## src/rtl/regwb_if.sv

```systemverilog
// regwb_if: bus bundle for the register-file write-back arbiter.
// Carries both write requesters (A = ALU, B = load unit), the registered
// register-file write port, and the issue-stage scoreboard query.
//   master : the surrounding pipeline (drives requests and the issue query)
//   slave  : regwb_arbiter (drives readies, the write port and scoreboard status)
// Parameters: NREG registers (5-bit index), DW data bits.
interface regwb_if #(
  parameter int NREG = 32,
  parameter int DW   = 32
);
  logic          a_valid;
  logic          a_ready;
  logic [4:0]    a_reg;
  logic [DW-1:0] a_data;
  logic          b_valid;
  logic          b_ready;
  logic [4:0]    b_reg;
  logic [DW-1:0] b_data;
  logic          regWrite;
  logic [4:0]    W_reg;
  logic [DW-1:0] W_data;
  logic          iss_valid;
  logic [4:0]    iss_dst;
  logic [4:0]    iss_src1;
  logic [4:0]    iss_src2;
  logic          iss_stall;
  logic [NREG-1:0] busy_vec;
  logic          sb_err;

  modport master (
    output a_valid, a_reg, a_data, b_valid, b_reg, b_data,
           iss_valid, iss_dst, iss_src1, iss_src2,
    input  a_ready, b_ready, regWrite, W_reg, W_data, iss_stall, busy_vec, sb_err
  );

  modport slave (
    input  a_valid, a_reg, a_data, b_valid, b_reg, b_data,
           iss_valid, iss_dst, iss_src1, iss_src2,
    output a_ready, b_ready, regWrite, W_reg, W_data, iss_stall, busy_vec, sb_err
  );
endinterface

```

## src/rtl/regwb_arbiter.sv

```systemverilog
// regwb_arbiter: shares the register file's single write port between the
// ALU write-back path (A) and the load unit (B), and keeps a busy bit per
// register so the issue stage stalls on RAW/WAW hazards.
// Ports:
//   clk  - clock, all state on the rising edge
//   rst  - asynchronous, active-low reset
//   bus  - regwb_if.slave: request handshakes, registered write port
//          (regWrite/W_reg/W_data), issue query (iss_*), busy_vec, sb_err
// Build option: define WB_RR_EN for round-robin arbitration between A and B;
// without it B (load) has fixed priority over A.
module regwb_arbiter #(
  parameter int NREG = 32,
  parameter int DW   = 32
) (
  input  logic    clk,
  input  logic    rst,
  regwb_if.slave  bus
);

  logic            a_rdy;
  logic            b_rdy;
  logic            hs;
  logic            a_wins_tie;
  logic [4:0]      win_reg;
  logic [DW-1:0]   win_data;
  logic            vld_p1;
  logic [4:0]      reg_p1;
  logic [DW-1:0]   data_p1;
  logic [NREG-1:0] busy_q;
  logic [NREG-1:0] busy_nxt;
  logic            sb_err_q;
  logic            stall;
  logic            issue;

`ifdef WB_RR_EN
  // 1 = B was granted last; reset value makes the first contested grant go to A.
  logic last_b;

  always_ff @(posedge clk or negedge rst) begin
    if (!rst) begin
      last_b <= 1'b1;
    end else if (hs) begin
      last_b <= b_rdy;
    end
  end

  assign a_wins_tie = last_b;
`else
  assign a_wins_tie = 1'b0;
`endif

  always_comb begin
    a_rdy    = bus.a_valid && (!bus.b_valid || a_wins_tie);
    b_rdy    = bus.b_valid && (!bus.a_valid || !a_wins_tie);
    hs       = a_rdy || b_rdy;
    win_reg  = a_rdy ? bus.a_reg  : bus.b_reg;
    win_data = a_rdy ? bus.a_data : bus.b_data;
  end

  // Register 0 never counts as busy, so it never stalls issue.
  always_comb begin
    stall = 1'b0;
    if (bus.iss_valid) begin
      stall = ((bus.iss_src1 != 5'd0) && busy_q[bus.iss_src1]) ||
              ((bus.iss_src2 != 5'd0) && busy_q[bus.iss_src2]) ||
              ((bus.iss_dst  != 5'd0) && busy_q[bus.iss_dst]);
    end
    issue = bus.iss_valid && !stall;
  end

  // Clear first, then set: an issue to the register being committed this
  // edge keeps it busy.
  always_comb begin
    busy_nxt = busy_q;
    if (vld_p1) begin
      busy_nxt[reg_p1] = 1'b0;
    end
    if (issue && (bus.iss_dst != 5'd0)) begin
      busy_nxt[bus.iss_dst] = 1'b1;
    end
    busy_nxt[0] = 1'b0;
  end

  // ---- stage p1: registered write port and scoreboard state ----
  always_ff @(posedge clk or negedge rst) begin
    if (!rst) begin
      vld_p1   <= 1'b0;
      reg_p1   <= 5'd0;
      data_p1  <= '0;
      busy_q   <= '0;
      sb_err_q <= 1'b0;
    end else begin
      busy_q <= busy_nxt;
      vld_p1 <= 1'b0;
      if (hs) begin
        reg_p1  <= win_reg;
        data_p1 <= win_data;
        // Writes to register 0 complete the handshake but never reach the file.
        vld_p1  <= (win_reg != 5'd0);
        if ((win_reg != 5'd0) && !busy_q[win_reg]) begin
          sb_err_q <= 1'b1;
        end
      end
    end
  end

  assign bus.a_ready   = a_rdy;
  assign bus.b_ready   = b_rdy;
  assign bus.regWrite  = vld_p1;
  assign bus.W_reg     = reg_p1;
  assign bus.W_data    = data_p1;
  assign bus.iss_stall = stall;
  assign bus.busy_vec  = busy_q;
  assign bus.sb_err    = sb_err_q;

endmodule

```

## src/flat_wrapper.sv

```systemverilog
// flat-port wrapper written by rule: the top's interface ports become plain ports
module regwb_arbiter_flat 
#(
  parameter int NREG = 32,
  parameter int DW   = 32
)
  (clk, rst, bus_a_valid, bus_a_reg, bus_a_data, bus_b_valid, bus_b_reg, bus_b_data, bus_iss_valid, bus_iss_dst, bus_iss_src1, bus_iss_src2, bus_a_ready, bus_b_ready, bus_regWrite, bus_W_reg, bus_W_data, bus_iss_stall, bus_busy_vec, bus_sb_err);
  regwb_if #(.NREG(NREG), .DW(DW)) bus_i ();
  input  logic clk;
  input  logic rst;
  input wire logic [$bits(bus_i.a_valid)-1:0] bus_a_valid;
  input wire logic [$bits(bus_i.a_reg)-1:0] bus_a_reg;
  input wire logic [$bits(bus_i.a_data)-1:0] bus_a_data;
  input wire logic [$bits(bus_i.b_valid)-1:0] bus_b_valid;
  input wire logic [$bits(bus_i.b_reg)-1:0] bus_b_reg;
  input wire logic [$bits(bus_i.b_data)-1:0] bus_b_data;
  input wire logic [$bits(bus_i.iss_valid)-1:0] bus_iss_valid;
  input wire logic [$bits(bus_i.iss_dst)-1:0] bus_iss_dst;
  input wire logic [$bits(bus_i.iss_src1)-1:0] bus_iss_src1;
  input wire logic [$bits(bus_i.iss_src2)-1:0] bus_iss_src2;
  output wire logic [$bits(bus_i.a_ready)-1:0] bus_a_ready;
  output wire logic [$bits(bus_i.b_ready)-1:0] bus_b_ready;
  output wire logic [$bits(bus_i.regWrite)-1:0] bus_regWrite;
  output wire logic [$bits(bus_i.W_reg)-1:0] bus_W_reg;
  output wire logic [$bits(bus_i.W_data)-1:0] bus_W_data;
  output wire logic [$bits(bus_i.iss_stall)-1:0] bus_iss_stall;
  output wire logic [$bits(bus_i.busy_vec)-1:0] bus_busy_vec;
  output wire logic [$bits(bus_i.sb_err)-1:0] bus_sb_err;
  assign bus_i.a_valid = bus_a_valid;
  assign bus_i.a_reg = bus_a_reg;
  assign bus_i.a_data = bus_a_data;
  assign bus_i.b_valid = bus_b_valid;
  assign bus_i.b_reg = bus_b_reg;
  assign bus_i.b_data = bus_b_data;
  assign bus_i.iss_valid = bus_iss_valid;
  assign bus_i.iss_dst = bus_iss_dst;
  assign bus_i.iss_src1 = bus_iss_src1;
  assign bus_i.iss_src2 = bus_iss_src2;
  assign bus_a_ready = bus_i.a_ready;
  assign bus_b_ready = bus_i.b_ready;
  assign bus_regWrite = bus_i.regWrite;
  assign bus_W_reg = bus_i.W_reg;
  assign bus_W_data = bus_i.W_data;
  assign bus_iss_stall = bus_i.iss_stall;
  assign bus_busy_vec = bus_i.busy_vec;
  assign bus_sb_err = bus_i.sb_err;
  regwb_arbiter #(.NREG(NREG), .DW(DW)) u_core (.clk(clk), .rst(rst), .bus(bus_i));
endmodule
```

## config.mk

```make
export PLATFORM = sky130hd
export DESIGN_NAME = regwb_arbiter_flat
export DESIGN_NICKNAME = d
export VERILOG_FILES = /design/src/rtl/regwb_if.sv /design/src/rtl/regwb_arbiter.sv /design/src/flat_wrapper.sv
export SDC_FILE = /design/constraint.sdc
export NUM_CORES = 1
export LEC_CHECK = 0
export ABC_CLOCK_PERIOD_IN_PS = 2390
export BUFFER_PORTS_ARGS = -buffer_cell sky130_fd_sc_hd__buf_2
export CORE_ASPECT_RATIO = 1.25
export CORE_MARGIN = 2
export CORE_UTILIZATION = 51
export CTS_CLUSTER_DIAMETER = 60
export DETAILED_ROUTE_END_ITERATION = 6
export PLACE_DENSITY_LB_ADDON = 0.05
export SYNTH_ARGS = -nofsm -noshare
export SYNTH_HDL_FRONTEND = slang
export SYNTH_SLANG_ARGS = --single-unit
```

## constraint.sdc

```tcl
create_clock -name clk -period 2.39 [get_ports clk]
set_input_delay 0.239 -clock clk [delete_from_list [all_inputs] [get_ports clk]]
set_output_delay 0.239 -clock clk [all_outputs]
set_load 0.01 [all_outputs]
```

Word-level counts from Yosys, hierarchy flattened --
Index checks and enable logic that the tools add are counted.
Word-level totals: input bits 94, output and inout port bits 74, logic and storage cells 53, flip-flop bits (word level) 70
Cells by class: reduce and logical (&&, ||, !) cells 20, bitwise operators 3, multiplexer cells 18, magnitude comparators 7
Operators with widths (count):
- $mux 32 | 3
- $and 32x32->32 | 1
- $not 32->32 | 1
- $or 32x32->32 | 1
- $lt 5x6->1 const B | 5
- $bmux 1 s5 | 4
- $reduce_bool 5->1 | 4
- $demux 1 s5 | 2
- $ge 5x1->1 const B | 2
- $logic_and 1x1->1 | 9
- $mux 1 | 8
- $mux 5 | 1
- $logic_not 1->1 | 3
- $logic_or 1x1->1 | 3
- $reduce_and 2->1 | 1

Longest topological paths before layout --
Gate-level depths: netlist of the first run.
depth in word-level cells 10, depth in mapped cells 9, depth with buffers taken out 7

Worst setup path after synthesis of the first run --
Ideal clock, no wire load.
kind register -> output, start point register u_core.busy_q[28] (netlist: u_core.bus.busy_vec[28]), end point output port bus_iss_stall, path buffers 0, stages on the path, launching flop included 7, data required time 2.151 ns, slack 0.100 ns, arrival 2.051 ns, cells stage by stage dfrtp_1 -> mux2_1 -> o311ai_0 -> a311oi_1 -> a2111oi_1 -> nand3_1 -> o41a_1
Between the ends: longest elaborated chain between the ends 6, elaborated cells on any way between the ends 12, classes of those cells mux: 7; reduce/logical: 5
RTL lines:
- start, declared | line regwb_arbiter.sv:29 | logic [NREG-1:0] busy_q;
- start signal, assigned | line regwb_arbiter.sv:93 | busy_q <= busy_nxt;
- $bmux 1 s5, on equally long branches | line regwb_arbiter.sv:64, regwb_arbiter.sv:65
- $mux 1, on equally long branches | line regwb_arbiter.sv:64, regwb_arbiter.sv:65
- $logic_and 1x1->1, on equally long branches | line regwb_arbiter.sv:64, regwb_arbiter.sv:65
- $logic_or 1x1->1 | line regwb_arbiter.sv:64 | stall = ((bus.iss_src1 != 5'd0) && busy_q[bus.iss_src1]) ||
- $logic_or 1x1->1 * | line regwb_arbiter.sv:65 | ((bus.iss_src2 != 5'd0) && busy_q[bus.iss_src2]) ||
- $mux 1 * | line regwb_arbiter.sv:63 | if (bus.iss_valid) begin
- end, declared | line flat_wrapper.sv:26 | output wire logic [$bits(bus_i.iss_stall)-1:0] bus_iss_stall;
Every way passes the cells marked *; elsewhere a longest branch is shown, timed or not. The select of a mux whose other input is x is not followed.

Worst setup path after layout of the first run --
start point register u_core.busy_q[11] (netlist: u_core.bus.busy_vec[11]), end point output port bus_iss_stall
The elaborated chain is that of the path after synthesis.

==> impl_metrics.ini, run 1 <==
[status]
status = finished, violations left
violations = setup timing

[sta]
tns_ps = -372
post-route-period-util_pct = 112
min_period_ps = 2670
max_slew_margin_pct = 58.5
fin_worst_skew_ps = 8.60
rsz0062_at_grt = true
maxSlewViolCount = 0
final-setup-viol-count = 6
fmax_mhz = 374
hold_viol = 0
worstMarginPinSlew_ps = 622
setup_ws_ps = -281

[pwr]
power_leakage_uw = 0.00321
p_comb_share_pct = 48.2
power.share.sequential_pct = 29.2
p_clk_share_pct = 22.6
ir_worst_vdd_mv = 0.570
power.density_nw_per_um2 = 967
swShare_pct = 39.2
p_int_uw = 3960
power.switching_uw = 2550

[yosys]
synth.yosys.seq_area_share_pct = 36.6
ys_warn_count = 0
yosys-top-cells-area = dfrtp_1, mux2i_1, o21ai_0
synth_area_leader_cell = dfrtp_1
ys_types = 56
avgSynthCellArea_um2 = 9.43
synth_edf_count = 0
syn_inst = 507
netlist_area_um2 = 4780
yosysMostFrequentCell = o21ai_0
async_flop_share_pct = 100
ys_ff_latch = 70
synth_top_area_share_pct = 36.6
synth_common_cells = o21ai_0, dfrtp_1, mux2i_1, nand2_1, nor2_1
synth_nets = 601
ys.flop_type = dfrtp_1

[min_path]
holdPathEnd = u_core.bus.W_data[10]$_DFFE_PN0P_
min_from = bus_b_data[10]
min_path_type = input pin to flip-flop
whs_path_depth = 3

[drt]
wire_per_inst_um = 21.8
route.detailed.drc = 0
wl_um = 18400
vias = 5236
drtIter0Drc = 402
dr.pass1.iters = 5
viasPerCell = 6.20
antenna_left = 0

[critical_path]
worstPathRequired_ps = 2150
r2r_end = u_core.bus.busy_vec[3]$_DFF_PN0_
r2r_start = u_core.bus.busy_vec[11]$_DFF_PN0_
critPathCaptureType = output pin
reg2reg_slack_ps = -40
path_class = flip-flop to output pin
r2r_cells = 8
critPathLaunchType = flip-flop
cp_max_fo = 3
cp_data_arrival_time_ps = 2430

[floorplan]
die_h_um = 112
die_area_um2 = 10200
start_util_pct = 52.4
pin_count = 168
die_x_um = 90.6
rows = 39
core_um2 = 9130

[global_routing]
grt_max_degree = 70
antenna_found_initial = 0
grt_pass1_vias = 5203
grt.total_usage_pct = 35.2
grt.overflow.total = 0
grt_pass1_wl_um = 27500

[place]
port_buffers = 166
gp_routability_congestion = 1.00
dp_hpwl_um = 13300
placed_area_um2 = 6100

[cts]
cts_made_buffers = 9
cts_tree = done
clock_latency_ps = 340
cts_sinks = 70
h-tree-depth = 3
clk_pin_slew_worst_paths_ps = 60
clk_path_buf_depth = 2
cts_root_buf = clkbuf_16

[flow_run]
drv_cap = 0

[cells_and_area]
nets = 811
layout-drive-gt1-share_pct = 42.7
fill_cells = 719
syn2layout_area_growth_pct = 40.8
post-route-util_pct = 73.8
diodes = 0
final_design_area_no_fill_um2 = 6730
largest_reg_flops = 32
[how the worst max path moves through the flow]
stage | end | cells after the start | startpoint
2_1_floorplan | bus_iss_stall | 6 | u_core.bus.busy_vec[28]$_DFF_PN0_
3_3_place_gp | u_core.bus.busy_vec[31]$_DFF_PN0_ | 10 | bus_iss_src2[0]
3_5_place_dp | u_core.bus.busy_vec[31]$_DFF_PN0_ | 10 | bus_iss_src2[0]
4_1_cts | bus_iss_stall | 7 | u_core.bus.busy_vec[13]$_DFF_PN0_
5_1_grt | bus_iss_stall | 7 | u_core.bus.busy_vec[13]$_DFF_PN0_
6_report | bus_iss_stall | 7 | u_core.bus.busy_vec[11]$_DFF_PN0_
[worst max-delay path, cell delays in order, from the launching register on]
cell,delay [ps]
dfrtp_1,430
mux4_2,490
mux2i_2,210
nor3b_2,90
nor3_4,240
nand2_4,70
o41a_1,420
buf_2,150
[timing repair]
| item | in CTS | in global routing |
|---|---|---|
| buffers inserted | 3 | 3 |
| hold buffers | 1 | 0 |
| resized for setup | 9 | 30 |
| setup endpoints to repair | 15 | 32 |
| gates cloned | 0 | 1 |
| pin swaps | 7 | 12 |
| hold endpoints to repair | 24 | 0 |
[per-layer routing]
layer / part of all wire [%] / global-route usage, % / vias to the layer above
met4: 6.4 / 23.0 / 0
met3: 7.6 / 5.23 / 86
met2: 49 / 60.6 / 356
met5: 0 / 0 / -
met1: 37 / 40.8 / 2475
li1: - / - / 2319
[logic make-up after synthesis]
group	Yosys count	synth area share [%]
AO/OA/AOI/OAI	143	19.4
buffers and inverters	45	4.58
flip-flops	70	36.6
multiplexers	88	21.6
other	1	0.0785
AND/OR/NAND/NOR	160	17.7
[power by group through the flow]
| stage | combinational (uW) | sequential [uW] | clock, uW |
|---|---|---|---|
| after floorplan | 1080 | 1970 | 0 |
| after global placement | 2680 | 1900 | 0 |
| after detailed placement | 2720 | 1900 | 0 |
| after CTS | 2810 | 1880 | 1480 |
| after global routing | 3300 | 1920 | 1520 |
| final | 3140 | 1900 | 1470 |
[through the flow]
| stage | hold slack, ps | cells | setup slack (ps) | power [uW] |
|---|---|---|---|---|
| 6_report | 109 | 844 | -281 | 6510 |
| 5_1_grt | 124 | 844 | -316 | 6740 |
| 4_1_cts | 104 | 843 | -274 | 6170 |
| 3_5_place_dp | 282 | 824 | -276 | 4630 |
| 3_3_place_gp | 266 | 824 | -308 | 4580 |
| 2_1_floorplan | -56.6 | 507 | 100 | 3060 |
[cells in the final DEF (no fill, tap or decap), drive strengths merged, types with 4 or more instances in the layout]
master,Yosys,routed
a21oi,10,10
a22o,4,4
buf,21,235
clkbuf,17,13
dfrtp,70,70
inv,6,6
mux2,7,7
mux2i,70,70
mux4,11,11
nand2,56,56
nand2b,12,12
nand3,8,8
nand3b,11,11
nand4,10,10
nor2,21,21
nor2b,8,8
nor3,10,10
o21ai,78,78
o311ai,4,4
o31ai,11,11
o41ai,14,14
or3,10,10
[area by class of cell]
type	instances	area [um2]	area share [%]
multi-input cells	392	3020	44.9
flip-flops and latches	70	1760	26.1
repair buffers	237	1450	21.5
clock buffers	12	256	3.81
well taps	123	154	2.29
clock inverters	3	67.6	1.00
inverters	7	26.3	0.390
Power figures use the tool's default switching activity.
==> run 2, diff against run 1 <==
--- a/config.mk
+++ b/config.mk
@@ -12,6 +12,7 @@
 export CORE_UTILIZATION = 51
 export CTS_CLUSTER_DIAMETER = 60
 export DETAILED_ROUTE_END_ITERATION = 6
+export GPL_TIMING_DRIVEN = 0
 export PLACE_DENSITY_LB_ADDON = 0.05
 export SYNTH_ARGS = -nofsm -noshare
 export SYNTH_HDL_FRONTEND = slang
==> impl_metrics.ini, run 2 (synthesis results as in run 1) <==
[status]
status = finished, violations left
violations = setup timing

[floorplan]
core_um2 = 9130
rows = 39
start_util_pct = 52.4
die_area_um2 = 10200
die_x_um = 90.6
die_h_um = 112
pin_count = 168

[sta]
hold_viol = 0
post-route-period-util_pct = 115
worstMarginPinSlew_ps = 882
setup_ws_ps = -366
rsz0062_at_grt = true
fmax_mhz = 363
tns_ps = -632
max_slew_margin_pct = 41.2
maxSlewViolCount = 0
min_period_ps = 2760
fin_worst_skew_ps = 6.92
final-setup-viol-count = 7

[cells_and_area]
post-route-util_pct = 73.5
layout-drive-gt1-share_pct = 42.5
diodes = 0
layout_common_cells = buf_2, o21ai_0, mux2i_1, nand2_1, dfrtp_1
syn2layout_area_growth_pct = 40.3
final_common_cell = buf_2
largest_reg_flops = 32
nets = 798
final_design_area_no_fill_um2 = 6710

[critical_path]
slowest_stage = mux4_2
path_delay_family = compound AO/OA/AOI/OAI gates
crit_chain = mux4_2 -> nor2_2 -> a311oi_2 -> a2111oi_2 -> nand3_1 -> o41a_1 -> buf_2
r2r_end = u_core.bus.busy_vec[20]$_DFF_PN0_
path_class = flip-flop to output pin
critPathLaunchType = flip-flop
r2r_start = u_core.bus.busy_vec[31]$_DFF_PN0_
r2r_cells = 9
cp_max_fo = 2
cp_data_arrival_time_ps = 2520
path_buf_inv = 1
max_stage_delay_ps = 500
critPathCaptureType = output pin
worstPathRequired_ps = 2150
reg2reg_slack_ps = -130

[place]
placed_area_um2 = 5740
gp_routability_congestion = 0.972
port_buffers = 161
dp_hpwl_um = 12000

[pwr]
power_leakage_uw = 0.00313
power.density_nw_per_um2 = 952
ir_worst_vdd_mv = 0.468
finalPower_uw = 6390

[flow_run]
drv_cap = 0

[global_routing]
grt_max_degree = 71
grt.total_usage_pct = 34.3
grt_pass1_wl_um = 27000
antenna_found_initial = 0
grt.overflow.total = 0
grt_pass1_vias = 5065

[cts]
clock_latency_ps = 330
cts_made_buffers = 9
cts_root_buf = clkbuf_16
postCtsHoldBufs = 0
cts_tree = done
h-tree-depth = 3
cts_sinks = 70
clk_pin_slew_worst_paths_ps = 60
clk_path_buf_depth = 2

[drt]
wire_per_inst_um = 21.2
antenna_left = 0
drtIter0Drc = 504
vias = 5177
wl_um = 17700
viasPerCell = 6.22
route.detailed.drc = 0
dr.pass1.iters = 5

[min_path]
min_path_type = input pin to async pin
## run 2: changes by cell type in the layout (fill, tap and decap cells not counted), moves of 15 or more
cell / previous run / this run
buf_4: 63 / 23
clkbuf_1: 1 / 16
dfrtp_1: 66 / 51
dfrtp_2: 4 / 19
## run 2: per-stage QoR
stage          instances  setup slack [ps]  hold slack (ps)
3_3_place_gp         791              -279              441
5_1_grt              832              -393              114
6_report             832              -366             29.7
3_5_place_dp         791              -295              404
2_1_floorplan        507               100            -56.6
4_1_cts              827              -316             55.0
## run 2: layout make-up
| type | count | area (um2) |
|---|---|---|
| Buffer | 38 | 239 |
| Clock buffer | 11 | 243 |
| Clock inverter | 5 | 58.8 |
| Fill cell | 692 | 2420 |
| Inverter | 7 | 26.3 |
| Multi-Input combinational cell | 392 | 3150 |
| Sequential cell | 70 | 1780 |
| Tap cell | 123 | 154 |
| Timing Repair Buffer | 186 | 1060 |
## run 2: worst register-to-register path, stage by stage, from the launching register on
cell and delay (ps):
dfrtp_2 440, mux4_2 500, nor2_2 140, a311oi_2 60, a2111oi_2 240, nand3_1 200
buf_4 200, buf_12 140, buf_16 150, o41ai_4 340
## run 2: repair_timing
item | CTS | global route
cloned | 2 | 1
buffers inserted | 19 | 4
pin swaps | 15 | 20
endpoints found under the setup margin | 31 | 25
resized for setup | 42 | 55
## run 2: how the worst max path moves through the flow
stage | startpoint | slack, ps | cells after the start | end
5_1_grt | u_core.bus.busy_vec[31]$_DFF_PN0_ | -390 | 7 | bus_iss_stall
2_1_floorplan | u_core.bus.busy_vec[28]$_DFF_PN0_ | 100 | 6 | bus_iss_stall
4_1_cts | u_core.bus.busy_vec[31]$_DFF_PN0_ | -320 | 7 | bus_iss_stall
3_5_place_dp | bus_iss_src2[0] | -290 | 9 | bus_iss_stall
6_report | u_core.bus.busy_vec[31]$_DFF_PN0_ | -370 | 7 | bus_iss_stall
3_3_place_gp | u_core.bus.busy_vec[24]$_DFF_PN0_ | -280 | 7 | bus_iss_stall
## run 2: power by group
group	total, uW	switching (uW)	leakage [uW]	internal, uW
combinational	2930	1530	0.00217	1410
clock	1350	514	0.000142	836
sequential	2100	581	0.000822	1520
## run 2: layer usage
| metal | vias up | part of all wire, % | wire [um] | global-route usage [%] |
|---|---|---|---|---|
| met3 | 98 | 8.9 | 1580 | 8.05 |
| met2 | 363 | 47 | 8390 | 58.1 |
| met1 | 2413 | 37 | 6450 | 39.9 |
| met5 | - | 0 | 0 | 0 |
| met4 | 0 | 7.1 | 1250 | 19.5 |
| li1 | 2303 | - | - | - |
